--- src/rtl/seq_signed_divider.sv ---
// -----------------------------------------------------------------------------
// seq_signed_divider
//
// Sequential signed restoring divider. The operands are two's-complement. The
// result is returned in sign-magnitude form, with the same layout as the shift-add
// signed multiplier (a magnitude bus plus a separate sign flag). Division
// truncates toward zero. The divider produces one quotient bit per clock, so a
// full operation takes DW clock edges from the accept edge until done is visible.
//
// Ports:
//   clk          in   1   system clock, rising edge
//   rst_n        in   1   asynchronous active-low reset
//   start        in   1   request pulse, sampled only when not busy
//   dividend     in   DW  two's-complement dividend, captured on accept
//   divisor      in   VW  two's-complement divisor, captured on accept
//   quotient     out  DW  quotient magnitude (unsigned)
//   q_sign       out  1   quotient sign, 1 = negative
//   remainder    out  VW  remainder magnitude (unsigned)
//   r_sign       out  1   remainder sign, 1 = negative
//   busy         out  1   high while iterating
//   done         out  1   result valid, held until the next accepted start
//   div_by_zero  out  1   last accepted operation had a zero divisor
// -----------------------------------------------------------------------------
module seq_signed_divider #(
  parameter int DW = 16,
  parameter int VW = 8
) (
  input  logic          clk,
  input  logic          rst_n,
  input  logic          start,
  input  logic [DW-1:0] dividend,
  input  logic [VW-1:0] divisor,
  output logic [DW-1:0] quotient,
  output logic          q_sign,
  output logic [VW-1:0] remainder,
  output logic          r_sign,
  output logic          busy,
  output logic          done,
  output logic          div_by_zero
);

  localparam int CW = $clog2(DW + 1);

  typedef enum logic [1:0] {
    IDLE = 2'd0,
    BUSY = 2'd1,
    DONE = 2'd2
  } state_t;

  state_t state_reg, state_next;

  logic [DW-1:0] dvd_reg;   // dividend magnitude; its MSB feeds the next step
  logic [VW-1:0] dvs_reg;   // divisor magnitude
  logic [VW-1:0] rem_reg;   // partial remainder, always < dvs_reg between steps
  logic [DW-1:0] quo_reg;   // quotient bits collected so far
  logic [CW-1:0] cnt_reg;
  logic          sd_reg;
  logic          sv_reg;
  logic          zero_reg;  // divisor was zero at accept

  logic          accept;
  logic          last_step;
  logic [DW-1:0] dvd_mag;
  logic [VW-1:0] dvs_mag;
  logic [VW:0]   trial;
  logic          ge;
  logic [VW-1:0] rem_step;
  logic [DW-1:0] quo_step;

  // Take the two's complement only when the MSB is set. The most-negative
  // value maps onto itself, and that bit pattern reads as the correct
  // unsigned magnitude.
  always_comb begin
    dvd_mag = dividend;
    dvs_mag = divisor;
    if (dividend[DW-1]) begin
      dvd_mag = ~dividend + DW'(1);
    end
    if (divisor[VW-1]) begin
      dvs_mag = ~divisor + VW'(1);
    end
  end

  // One restoring step. The partial remainder shifts left by one bit and takes
  // in the next dividend bit, so it needs VW+1 bits. After a subtraction the
  // value is again below the divisor, so keeping VW bits loses nothing.
  always_comb begin
    trial    = {rem_reg, dvd_reg[DW-1]};
    ge       = (trial >= {1'b0, dvs_reg});
    rem_step = ge ? VW'(trial - {1'b0, dvs_reg}) : VW'(trial);
    quo_step = {quo_reg[DW-2:0], ge};
  end

  // A zero divisor needs only one BUSY cycle. Otherwise the last step is the
  // DW-th iteration.
  assign accept    = start && (state_reg != BUSY);
  assign last_step = (state_reg == BUSY) && (zero_reg || (cnt_reg == CW'(DW - 1)));

  always_ff @(posedge clk or negedge rst_n) begin
    if (!rst_n) begin
      state_reg <= IDLE;
    end else begin
      state_reg <= state_next;
    end
  end

  always_comb begin
    state_next = state_reg;
    busy       = 1'b0;
    done       = 1'b0;
    case (state_reg)
      IDLE: begin
        if (start) state_next = BUSY;
      end
      BUSY: begin
        busy = 1'b1;
        if (last_step) state_next = DONE;
      end
      DONE: begin
        done = 1'b1;
        if (start) state_next = BUSY;
      end
      default: state_next = IDLE;
    endcase
  end

  // The datapath and the result registers. The outputs change only at the
  // completing edge, so no partial result is ever visible on them.
  always_ff @(posedge clk or negedge rst_n) begin
    if (!rst_n) begin
      dvd_reg     <= '0;
      dvs_reg     <= '0;
      rem_reg     <= '0;
      quo_reg     <= '0;
      cnt_reg     <= '0;
      sd_reg      <= 1'b0;
      sv_reg      <= 1'b0;
      zero_reg    <= 1'b0;
      quotient    <= '0;
      remainder   <= '0;
      q_sign      <= 1'b0;
      r_sign      <= 1'b0;
      div_by_zero <= 1'b0;
    end else if (accept) begin
      dvd_reg     <= dvd_mag;
      dvs_reg     <= dvs_mag;
      rem_reg     <= '0;
      quo_reg     <= '0;
      cnt_reg     <= '0;
      sd_reg      <= dividend[DW-1];
      sv_reg      <= divisor[VW-1];
      zero_reg    <= (divisor == '0);
      div_by_zero <= 1'b0;
    end else if (state_reg == BUSY) begin
      if (zero_reg) begin
        quotient    <= '1;
        remainder   <= '0;
        q_sign      <= 1'b0;
        r_sign      <= 1'b0;
        div_by_zero <= 1'b1;
      end else begin
        dvd_reg <= {dvd_reg[DW-2:0], 1'b0};
        rem_reg <= rem_step;
        quo_reg <= quo_step;
        cnt_reg <= cnt_reg + CW'(1);
        if (last_step) begin
          quotient  <= quo_step;
          remainder <= rem_step;
          // A zero magnitude always carries a positive sign.
          q_sign    <= (sd_reg ^ sv_reg) && (quo_step != '0);
          r_sign    <= sd_reg && (rem_step != '0);
        end
      end
    end
  end

endmodule

--- config.mk ---
export PLATFORM = sky130hd
export DESIGN_NAME = seq_signed_divider
export DESIGN_NICKNAME = d
export VERILOG_FILES = /design/src/rtl/seq_signed_divider.sv
export SDC_FILE = /design/constraint.sdc
export NUM_CORES = 1
export LEC_CHECK = 0
export ABC_AREA = 1
export BUFFER_PORTS_ARGS = -buffer_cell sky130_fd_sc_hd__clkbuf_2
export CAP_MARGIN = 20
export CORE_UTILIZATION = 52
export DETAILED_ROUTE_END_ITERATION = 7
export PLACE_DENSITY = 0.76
export RECOVER_POWER = 50
export SKIP_CTS_REPAIR_TIMING = 1
export SLEW_MARGIN = 5
export SYNTH_ARGS = -nofsm -noshare
export SYNTH_HDL_FRONTEND = slang
export SYNTH_SLANG_ARGS = --single-unit
--- constraint.sdc ---
create_clock -name clk -period 2 [get_ports clk]
set_input_delay 0.4 -clock clk [delete_from_list [all_inputs] [get_ports clk]]
set_output_delay 0.4 -clock clk [all_outputs]
set_load 0.02 [all_outputs]
# Yosys cells after proc, flatten, opt, wreduce, memory -nomap -nowiden
# Cells that the tools add are included.
[classes]
n_addsub = 4
bitwise_logic = 4
n_lt_le_gt_ge = 1
div_mod_pow = 0
n_mul = 0
n_reduce_logical = 17
eq_ne = 7
muxes = 31
n_shift = 0
[ops]
columns = ["op", "count"]
rows = [
  ["$mux 16", 6],
  ["$mux 8", 7],
  ["$mux 15", 3],
  ["$add 16x1->16 const B", 1],
  ["$not 16->16", 1],
  ["$reduce_bool 16->1", 1],
  ["$mux 5", 3],
  ["$ge 9x8->1", 1],
  ["$mux 1", 9],
  ["$add 8x1->8 const B", 1],
  ["$logic_not 8->1", 1],
  ["$not 8->8", 1],
  ["$reduce_bool 8->1", 1],
  ["$sub 8x8->8", 1],
  ["$ne 2x1->1 const B", 3],
  ["$reduce_and 2->1", 3],
  ["$reduce_bool 2->1", 3],
  ["$add 5x1->5 const B", 1],
  ["$eq 5x4->1 const B", 1],
  ["$logic_and 1x1->1", 4],
  ["$mux 2", 2],
  ["$pmux 2 s2", 1],
  ["$reduce_and 3->1", 1],
  ["$eq 2x1->1 const B", 1],
  ["7 further kinds", 7],
]
[word_totals]
romBits = 0
latchBits = 0
reg_bits = 84
n_memories = 0
out_inout_bits = 29
elab_cells = 78
input_bits = 27
ram_bits = 0

# Longest topological paths before layout
# Gate-level depths: netlist of run 1.
[depth]
word_depth = 6
depth_mapped = 17
mapped_depth_nobuf = 17

# Least setup slack after synthesis of run 1
# Ideal clock, no wire load.
[synth_path]
path_kind = "register -> register"
startpoint = "register dvd_reg[15]"
endpoint = "register r_sign"
path_stages_with_launch = 14
setup_time_ns = 0.116
period_less_slack_ns = 1.882
t_required_ns = 1.884
arrival_time_ns = 1.766
slack_ns = 0.118
n_path_buf = 0
cell_sequence = "dfrtp_1 inv_1 ha_1 inv_1 fa_1 a21oi_1 xor2_1 nand2_2 nand2_2 nand2_1 nor2_1 nand2_1 nand2_1 nand2_1"
[synth_between]
elab_chain_len = 6
word_cells_on_any_way = 7
classes_between = "add/sub (1); order compare (1); mux (3); reduce/logical (2)"
[synth_lines]
columns = ["item", "line_no", "rtl"]
rows = [
  ["start, declared", "52", "logic [DW-1:0] dvd_reg;"],
  ["start signal, assigned", "145", "dvd_reg <= dvd_mag;"],
  ["start signal, assigned", "162", "dvd_reg <= {dvd_reg[DW-2:0], 1'b0};"],
  ["$sub 8x8->8 / $ge 9x8->1 (equally long branches)", "90, 89", ""],
  ["$mux 8 *", "90", "rem_step = ge ? VW'(trial - {1'b0, dvs_reg}) : VW'(trial);"],
  ["$reduce_bool 8->1 *", "171", "r_sign <= sd_reg && (rem_step != '0);"],
  ["$logic_and 1x1->1 *", "171", ""],
  ["$mux 1 *", "166", "if (last_step) begin"],
  ["$mux 1 *", "155", "if (zero_reg) begin"],
  ["end signal, assigned", "171", ""],
  ["end, declared", "36", "output logic r_sign,"],
]
# Mark *: on every way between the ends. The rest lies on a longest branch, timed or not. The select of a mux whose other input is x is not followed.
# A chain may end at the register's enable or synchronous reset.

# Worst setup path in the final report of run 1
[layout_path]
startpoint = "register rem_reg[4]"
endpoint = "register r_sign"
[layout_between]
elab_chain_len = 6
word_cells_on_any_way = 7
classes_between = "add/sub (1); order compare (1); mux (3); reduce/logical (2)"
[layout_lines]
columns = ["item", "line_no", "rtl"]
rows = [
  ["start, declared", "54", "logic [VW-1:0] rem_reg;"],
  ["start signal, assigned", "163", "rem_reg <= rem_step;"],
  ["$sub 8x8->8 / $ge 9x8->1 (equally long branches)", "90, 89", ""],
  ["$mux 8 *", "90", ""],
  ["$reduce_bool 8->1 *", "171", ""],
  ["$logic_and 1x1->1 *", "171", ""],
  ["$mux 1 *", "166", ""],
  ["$mux 1 *", "155", ""],
]
# Marked as above.

==> results of run 1 <==
area by class of cell:
type | instances | area [um2] | share of cell area, %
Clock inverter | 6 | 46.3 | 0.886
Sequential cell | 84 | 2100 | 40.2
Timing Repair Buffer | 78 | 433 | 8.29
Inverter | 88 | 330 | 6.32
Clock buffer | 10 | 138 | 2.64
Multi-Input combinational cell | 364 | 2040 | 39.1
Tap cell | 105 | 131 | 2.52
cell usage in the layout (no fill, tap or decap), types with 19 or more instances in the layout:
cell type and n:
nand2_1 123, dfrtp_1 84, inv_1 76, nor2_1 43, clkbuf_2 42, o22ai_1 29
o21ai_0 27, nand3_1 24, a21oi_1 22, buf_4 19
cells by family after synthesis:
family,count (synthesis)
fa+ha+maj,13
xor+xnor,17
compound gates,102
buf+inv,104
simple gates,231
flops,84
per-layer routing:
metal  vias to the layer above  wire length (um)  GRT usage [%]
li1                       1927                 -              -
met1                      1840              4710           31.9
met2                        94              5080           40.5
met3                        17               345           3.64
met4                         0               174           9.49
met5                         -                 0              0
cell usage after synthesis:
cell type / instances / share of area (%)
nand2_1: 126 / 11
dfrtp_1: 84 / 48
inv_1: 82 / 7.0
nor2_1: 44 / 3.7
o22ai_1: 29 / 4.1
o21ai_0: 27 / 3.1
nand3_1: 24 / 2.7
a21oi_1: 23 / 2.6
o21ai_1: 15 / 1.7
xor2_1: 14 / 2.8
ha_1: 12 / 3.4
nand2_2: 12 / 1.7
buf_2: 9 / 1.0
clkbuf_1: 6 / 0.51
inv_2: 6 / 0.51
nor3_1: 6 / 0.68
nand4_1: 5 / 0.71
nor2_2: 3 / 0.42
nor2_4: 3 / 0.76
nor4_1: 3 / 0.42
xnor2_1: 3 / 0.59
o211ai_1: 2 / 0.34
o221ai_1: 2 / 0.40
a21o_1: 1 / 0.17
a22o_1: 1 / 0.20
a32o_1: 1 / 0.23
buf_1: 1 / 0.085
fa_1: 1 / 0.45
nand2_4: 1 / 0.25
nand2_8: 1 / 0.45
nand3_2: 1 / 0.23
nor3_2: 1 / 0.23
o31ai_1: 1 / 0.17
or2_2: 1 / 0.14
path summary, 6_finish.rpt:
path	startpoint	to	slack, ns	depth (start not counted)
hold reg to reg	dvd_reg[9]	dvd_reg[9]	0.49	2
setup / recovery	rem_reg[4]	r_sign	0.05	15
min in group clk	divisor[0]	dvs_reg[0]	0.32	3
max in group asynchronous	rst_n	dvd_reg[5]	0.63	2
hold / removal	rst_n	q_sign	0.15	1
setup reg to reg	rem_reg[4]	r_sign	0.05	15
power breakdown:
part | switching [mW] | internal (mW)
Combinational | 3.38 | 2.21
Sequential | 0.471 | 2.49
Clock | 0.651 | 0.494
metrics by stage:
step | instances | worst slack (ns) | instance area [um2]
after floorplan | 551 | 0.118 | 4420
after global placement | 712 | 0.0496 | 4900
after detailed placement | 712 | 0.0228 | 4900
after CTS | 728 | -0.00662 | 5080
after global routing | 735 | -0.0420 | 5220
final | 735 | 0.0456 | 5220
==> flow_summary.json, run 1 <==
{
  "vdd_drop_max_uv": 640,
  "overflow": 0,
  "max_freq_mhz": 512,
  "synth-simple-area-share_pct": 23.2,
  "ys_warn_count": 0,
  "cp_top_family": "simple AND/OR/NAND/NOR gates",
  "grt_pass1_vias": 3674,
  "max_stage_delay_ns": 0.44,
  "nFillCells": 713,
  "track_usage_pct": 24.4,
  "grt_pass1_wl_um": 16800,
  "criticalPathCategory": "flop to flop",
  "synth_nets": 591,
  "worst_pin_slew_ns": 0.902,
  "die_x_um": 94.2,
  "grt_start_max_net_pins": 37,
  "rows": 33,
  "viasPerCell": 5.28,
  "cp_data_arrival_time_ns": 2.21,
  "startpoint_type": "flop",
  "drcViolationCount": 0,
  "hold_viol_final": 0,
  "status": "finished, final reports clean",
  "synth-xor-area-share_pct": 3.37,
  "syn-instance-count": 551,
  "clkSinkCount": 84,
  "synth_cell_types": 34,
  "syn_area_per_cell_um2": 8.02,
  "critical_path.max_fanout": 10,
  "synth-compound-area-share_pct": 13.0,
  "slew_violations": 0,
  "wirelength_um": 10300,
  "drive_gt1_share_pct": 20.2,
  "total_power_mw": 9.70,
  "htreeDepth": 3,
  "syn_area_um2": 4420,
  "crit_buf_inv": 2,
  "setup_viol": 0,
  "vias": 3878,
  "port_buffers": 55,
  "path_clk_slew_ns": 0.09,
  "gp_congestion": 0.959,
  "slew_headroom_pct": 39.8,
  "core_area_um2": 8220,
  "post-route-util_pct": 63.6,
  "ys_ff_latch": 84,
  "fp.dieH_um": 94.2,
  "ant_nets": 0,
  "clock_latency_ns": 0.36,
  "synth_top_family_by_area": "simple AND/OR/NAND/NOR gates",
  "antenna_found_initial": 0,
  "synth.area.mux_share_pct": 0,
  "tns_ns": 0,
  "critical_path.most_common_cell": "nand2_1",
  "die_area_um2": 8870,
  "powerDensity_nw_per_um2": 1860,
  "final_nets": 665,
  "crit_slowest_cell": "dfrtp_1",
  "drt_first_pass_iters": 4,
  "dp_hpwl_um": 7290,
  "wl_per_cell_um": 14.0,
  "start_util_pct": 53.8,
  "drv_cap": 0,
  "cts_buffers": 9,
  "path_cells": "ha_4 > nand2_1 > inv_2 > nand3_1 > nor2_2 > nor2_4 > buf_12 > nand2_8 > nand2_1 > nand2_1 > nand2_1 > nor2_1 > nand2_1 > nand2_1 > nand2_1",
  "synthAdderAreaFrac_pct": 3.85,
  "finalCritPeriodShare_pct": 97.7,
  "cp.required_ns": 2.26,
  "n_antenna_cell": 0,
  "final.min_clock_period_ns": 1.95,
  "drt_iter0_markers": 140,
  "finClkSkew_ns": 0.00909,
  "cts_tree": "yes",
  "seq_area_frac_synth_pct": 47.6,
  "end_kind": "flop",
  "syn2layout_area_growth_pct": 18.2,
  "ios": 56,
  "min_path_type": "input pin to async pin",
  "power_leakage_nw": 2.63,
  "cts_root_buffer": "clkbuf_8",
  "rsz0062_at_grt": "yes",
  "hold_ws_ns": 0.147,
  "clock_path_buffers": 2
}
No activity file was read; power rests on OpenSTA's default activity.
==> inputs of run 2 (changes only) <==
--- a/config.mk
+++ b/config.mk
@@ -8,9 +8,12 @@
 export ABC_AREA = 1
 export BUFFER_PORTS_ARGS = -buffer_cell sky130_fd_sc_hd__clkbuf_2
 export CAP_MARGIN = 20
-export CORE_UTILIZATION = 52
+export CELL_PAD_IN_SITES_DETAIL_PLACEMENT = 1
+export CELL_PAD_IN_SITES_GLOBAL_PLACEMENT = 2
+export CORE_ASPECT_RATIO = 1.2
+export CORE_UTILIZATION = 31
 export DETAILED_ROUTE_END_ITERATION = 7
-export PLACE_DENSITY = 0.76
+export PLACE_DENSITY_LB_ADDON = 0.1
 export RECOVER_POWER = 50
 export SKIP_CTS_REPAIR_TIMING = 1
 export SLEW_MARGIN = 5
==> flow_summary.json, run 2 (synthesis results as in run 1) <==
{
  "placed_cells": 793,
  "criticalPathCategory": "flop to flop",
  "switching_share_pct": 45.2,
  "cts_root_buffer": "clkbuf_16",
  "power_leakage_nw": 2.75,
  "crit_start": "rem_reg[4]",
  "p_comb_share_pct": 58.1,
  "powerDensity_nw_per_um2": 1950,
  "grt_pass1_wl_um": 21500,
  "setup_viol": 0,
  "drive_gt1_share_pct": 21.4,
  "startpoint_type": "flop",
  "wl_per_cell_um": 16.1,
  "worstHoldStart": "divisor[0]",
  "slew_violations": 0,
  "clock_path_buffers": 2,
  "seq_power_share_pct": 27.5,
  "violations": "DRC",
  "rsz0062_at_grt": "yes",
  "clkSinkCount": 84,
  "slew_headroom_pct": 54.4,
  "drv_cap": 0,
  "antenna_found_initial": 0,
  "critical_path.max_fanout": 10,
  "top_usage_layer": "met2",
  "instances_no_fill": 812,
  "hold_ws_ns": 0.353,
  "pwr-share-clk_pct": 14.4,
  "max_freq_mhz": 514,
  "htreeDepth": 3,
  "drt_first_pass_iters": 6,
  "drcViolationCount": 4,
  "rows": 47,
  "end_kind": "flop",
  "die_area_um2": 14700,
  "start_util_pct": 31.8,
  "finClkSkew_ns": 0.0102,
  "viasPerCell": 4.90,
  "path_clk_slew_ns": 0.06,
  "cp_data_arrival_time_ns": 2.19,
  "gp_congestion": 0.829,
  "min_path_type": "input pin to flop",
  "worst_pin_slew_ns": 0.684,
  "p_int_mw": 5.88,
  "final.min_clock_period_ns": 1.95,
  "worstRegToRegCells": 15,
  "hold_depth": 3,
  "clock_latency_ns": 0.35,
  "use_met1_pct": 21.8,
  "power_switching_mw": 4.85,
  "grt_use_met2_pct": 34.1,
  "ios": 56,
  "final_nets": 678,
  "syn2layout_area_growth_pct": 24.5,
  "cts_buffers": 9,
  "grt_start_max_net_pins": 43,
  "die_x_um": 111,
  "status": "complete, but fails checks",
  "dp_hpwl_um": 9680,
  "cp.required_ns": 2.24,
  "final_common_cell": "nand2_1",
  "drt_iter0_markers": 117,
  "hold_viol_final": 0,
  "grtUsageMet3_pct": 4.17,
  "fp.dieH_um": 133,
  "vdd_drop_max_uv": 505,
  "port_buffers": 55,
  "grt_pass1_vias": 4208,
  "track_usage_pct": 18.9,
  "core_area_um2": 13900,
  "n_antenna_cell": 0,
  "timing.rr.start": "rem_reg[4]",
  "vias": 3979,
  "overflow": 0,
  "layout_common_cells": "nand2_1, dfrtp_1, inv_1",
  "wirelength_um": 13000,
  "cts_tree": "yes",
  "finalCritPeriodShare_pct": 97.4,
  "ant_nets": 0,
  "nFillCells": 1684,
  "tns_ns": 0
}
==> run 2: cell count changes in the layout (fill, tap and decap cells not counted), sizes merged <==
cell / before / now
buf: 20 / 33
clkinvlp: 2 / 1
dlygate4sd3: 0 / 1
inv: 90 / 88
==> run 2: metrics by stage <==
stage                     cell area, um2  setup slack, ns  power [mW]  util (%)
after global placement              5120          -0.0469        8.72      36.9
after global routing                5500           -0.128        11.6      39.7
after detailed placement            5120          -0.0278        8.86      36.9
final                               5500           0.0528        10.7      39.7
after CTS                           5390          -0.0515        10.5      38.8
after floorplan                     4420            0.118        6.43         -
==> run 2: layer usage <==
metal,wire length (um),vias up
met5,0,-
met1,5580,1971
met3,315,19
met4,288,0
met2,6860,45
li1,-,1944
==> run 2: path summary, 6_finish.rpt <==
kind                               end  slack (ns)
min reg2reg                 dvd_reg[7]        0.48
max                             r_sign        0.05
min in group asynchronous   dvs_reg[6]        0.63
max reg2reg                     r_sign        0.05
min                         dvs_reg[0]        0.35
max in group asynchronous  dvd_reg[15]        0.25
==> run 2: power by group through the flow <==
stage / Combinational [mW] / Sequential [mW] / Clock [mW]
after floorplan: 3.26 / 3.17 / 0
after global placement: 5.80 / 2.92 / 0
after detailed placement: 5.90 / 2.96 / 0
after CTS: 5.94 / 2.93 / 1.60
after global routing: 6.89 / 3.06 / 1.67
final: 6.23 / 2.95 / 1.55
==> run 2: worst max-delay path, cell delays in order, from the launching register on <==
cell     delay [ns]
dfrtp_1        0.43
ha_4           0.30
nand2_1        0.06
inv_2          0.05
nand3_1        0.09
nor2_2         0.16
nor2_4         0.05
buf_12         0.13
nand2_8        0.09
nand2_1        0.09
nand2_1        0.08
nand2_1        0.05
nor2_1         0.09
nand2_1        0.05
nand2_1        0.06
nand2_1        0.05
==> run 2: area by class of cell <==
| class | count | area, um2 | share of cell area, % |
|---|---|---|---|
| Clock buffer | 11 | 243 | 4.41 |
| Clock inverter | 3 | 25.0 | 0.455 |
| Inverter | 88 | 330 | 6.00 |
| Multi-Input combinational cell | 364 | 2040 | 37.0 |
| Sequential cell | 84 | 2100 | 38.2 |
| Tap cell | 171 | 214 | 3.89 |
| Timing Repair Buffer | 91 | 553 | 10.0 |
==> inputs of run 3 (changes only) <==
--- a/config.mk
+++ b/config.mk
@@ -14,7 +14,7 @@
 export CORE_UTILIZATION = 31
 export DETAILED_ROUTE_END_ITERATION = 7
 export PLACE_DENSITY_LB_ADDON = 0.1
-export RECOVER_POWER = 50
+export RECOVER_POWER = 100
 export SKIP_CTS_REPAIR_TIMING = 1
 export SLEW_MARGIN = 5
 export SYNTH_ARGS = -nofsm -noshare
==> flow_summary.json, run 3 (synthesis results as in run 1) <==
{
  "postPlaceCellArea_um2": 5120,
  "wirelength_um": 13000,
  "wl_per_cell_um": 16.0,
  "cp.required_ns": 2.24,
  "cts_tree": "yes",
  "die_x_um": 111,
  "grt_start_max_net_pins": 43,
  "fp.dieH_um": 133,
  "dpl_worst_slack_ns": -0.0278,
  "placed_cells": 793,
  "gp_congestion": 0.829,
  "slew_violations": 0,
  "slew_headroom_pct": 54.1,
  "start_util_pct": 31.8,
  "port_buffers": 55,
  "status": "complete, but fails checks",
  "worst_slack_ns": 0.0542,
  "rsz0062_at_grt": "yes",
  "vdd_drop_max_uv": 504,
  "final_nets": 678,
  "cp_data_arrival_time_ns": 2.19,
  "seqCellArea_um2": 2100,
  "htreeDepth": 3,
  "nFillCells": 1689,
  "path_clk_slew_ns": 0.06,
  "clock_latency_ns": 0.35,
  "viasPerCell": 4.89,
  "startpoint_type": "flop",
  "drive_gt1_share_pct": 18.7,
  "worst_pin_slew_ns": 0.688,
  "critical_path.max_fanout": 3,
  "core_area_um2": 13900,
  "grt_pass1_wl_um": 21500,
  "min_path_type": "input pin to flop",
  "drt_iter0_markers": 111,
  "die_area_um2": 14700,
  "track_usage_pct": 18.9,
  "powerDensity_nw_per_um2": 1950,
  "final.min_clock_period_ns": 1.95,
  "cts_buffers": 9,
  "overflow": 0,
  "drv_cap": 0,
  "path_cells": "inv_1 > ha_1 > inv_1 > fa_2 > nand3_1 > nand4_1 > nand2_1 > nand2_2 > nand2_2 > nand2_1 > nor2_1 > nand2_1 > nand2_1 > nand2_1",
  "ant_nets": 0,
  "ios": 56,
  "max_freq_mhz": 514,
  "clock_path_buffers": 2,
  "final_common_cell": "nand2_1",
  "finalCritPeriodShare_pct": 97.3,
  "violations": "DRC",
  "instances_no_fill": 812,
  "drcViolationCount": 4,
  "end_kind": "flop",
  "critical_path.most_common_cell": "nand2_1",
  "drt_first_pass_iters": 6,
  "total_power_mw": 10.6,
  "syn2layout_area_growth_pct": 23.6,
  "tns_ns": 0,
  "criticalPathCategory": "flop to flop",
  "cts_root_buffer": "clkbuf_16",
  "antenna_found_initial": 0,
  "crit_slowest_cell": "fa_2",
  "vias": 3970,
  "dp_hpwl_um": 9680,
  "setup_viol": 0,
  "power_leakage_nw": 2.69,
  "finClkSkew_ns": 0.0104,
  "max_stage_delay_ns": 0.37,
  "hold_viol_final": 0,
  "layout_common_cells": "nand2_1, dfrtp_1, inv_1",
  "clkSinkCount": 84,
  "n_antenna_cell": 0,
  "rows": 47,
  "grt_pass1_vias": 4208,
  "finalInstanceArea_um2": 5460,
  "multi_input_area_um2": 2030
}
[run 3: cell count changes in the layout (fill, tap and decap cells not counted), sizes merged]
cell / delta
buf: -4
clkbuf: +4
[run 3: cell type report]
cell class | instances | share of cell area, %
well taps | 171 | 3.92
repair buffers | 91 | 9.43
clock buffers | 11 | 4.44
clock inverters | 3 | 0.458
inverters | 88 | 6.05
flip-flops and latches | 84 | 38.5
multi-input cells | 364 | 37.2
[run 3: critical path: cells and delay by family (launching register included)]
| kind | cells | cell delay [ns] |
|---|---|---|
| and+or+nand+nor | 10 | 0.84 |
| adders and majority gates | 2 | 0.51 |
| DFF | 1 | 0.36 |
| buffers and inverters | 2 | 0.13 |
[run 3: final timing paths]
kind	start	end	slack (ns)	cells after the start
worst max register to register	dvd_reg[15]	r_sign	0.05	14
min in group asynchronous	rst_n	dvs_reg[6]	0.63	2
max in group asynchronous	rst_n	dvd_reg[15]	0.25	3
worst max-delay path	dvd_reg[15]	r_sign	0.05	14
worst min register to register	dvd_reg[7]	dvd_reg[7]	0.48	2
worst min-delay path	dividend[0]	dvd_reg[0]	0.36	3
[run 3: report_power, final]
group | total, mW | internal [mW] | switching (mW) | leakage (nW)
Sequential | 2.95 | 2.50 | 0.453 | 1.04
Clock | 1.54 | 0.866 | 0.678 | 0.128
Combinational | 6.14 | 2.45 | 3.70 | 1.52
[run 3: per-layer routing]
layer  vias up  track usage [%]  share of wire [%]
met5         -                0                  0
met2        42             34.1                 53
met3        19             4.17                2.4
met4         0             6.77                2.2
met1      1961             21.8                 43
li1       1948                -                  -
[run 3: metrics by stage]
step,hold slack [ns],utilization [%]
6_report,0.360,39.4
3_3_place_gp,0.344,36.9
2_1_floorplan,0.104,-
4_1_cts,-0.0218,38.8
5_1_grt,0.391,39.4
3_5_place_dp,0.356,36.9
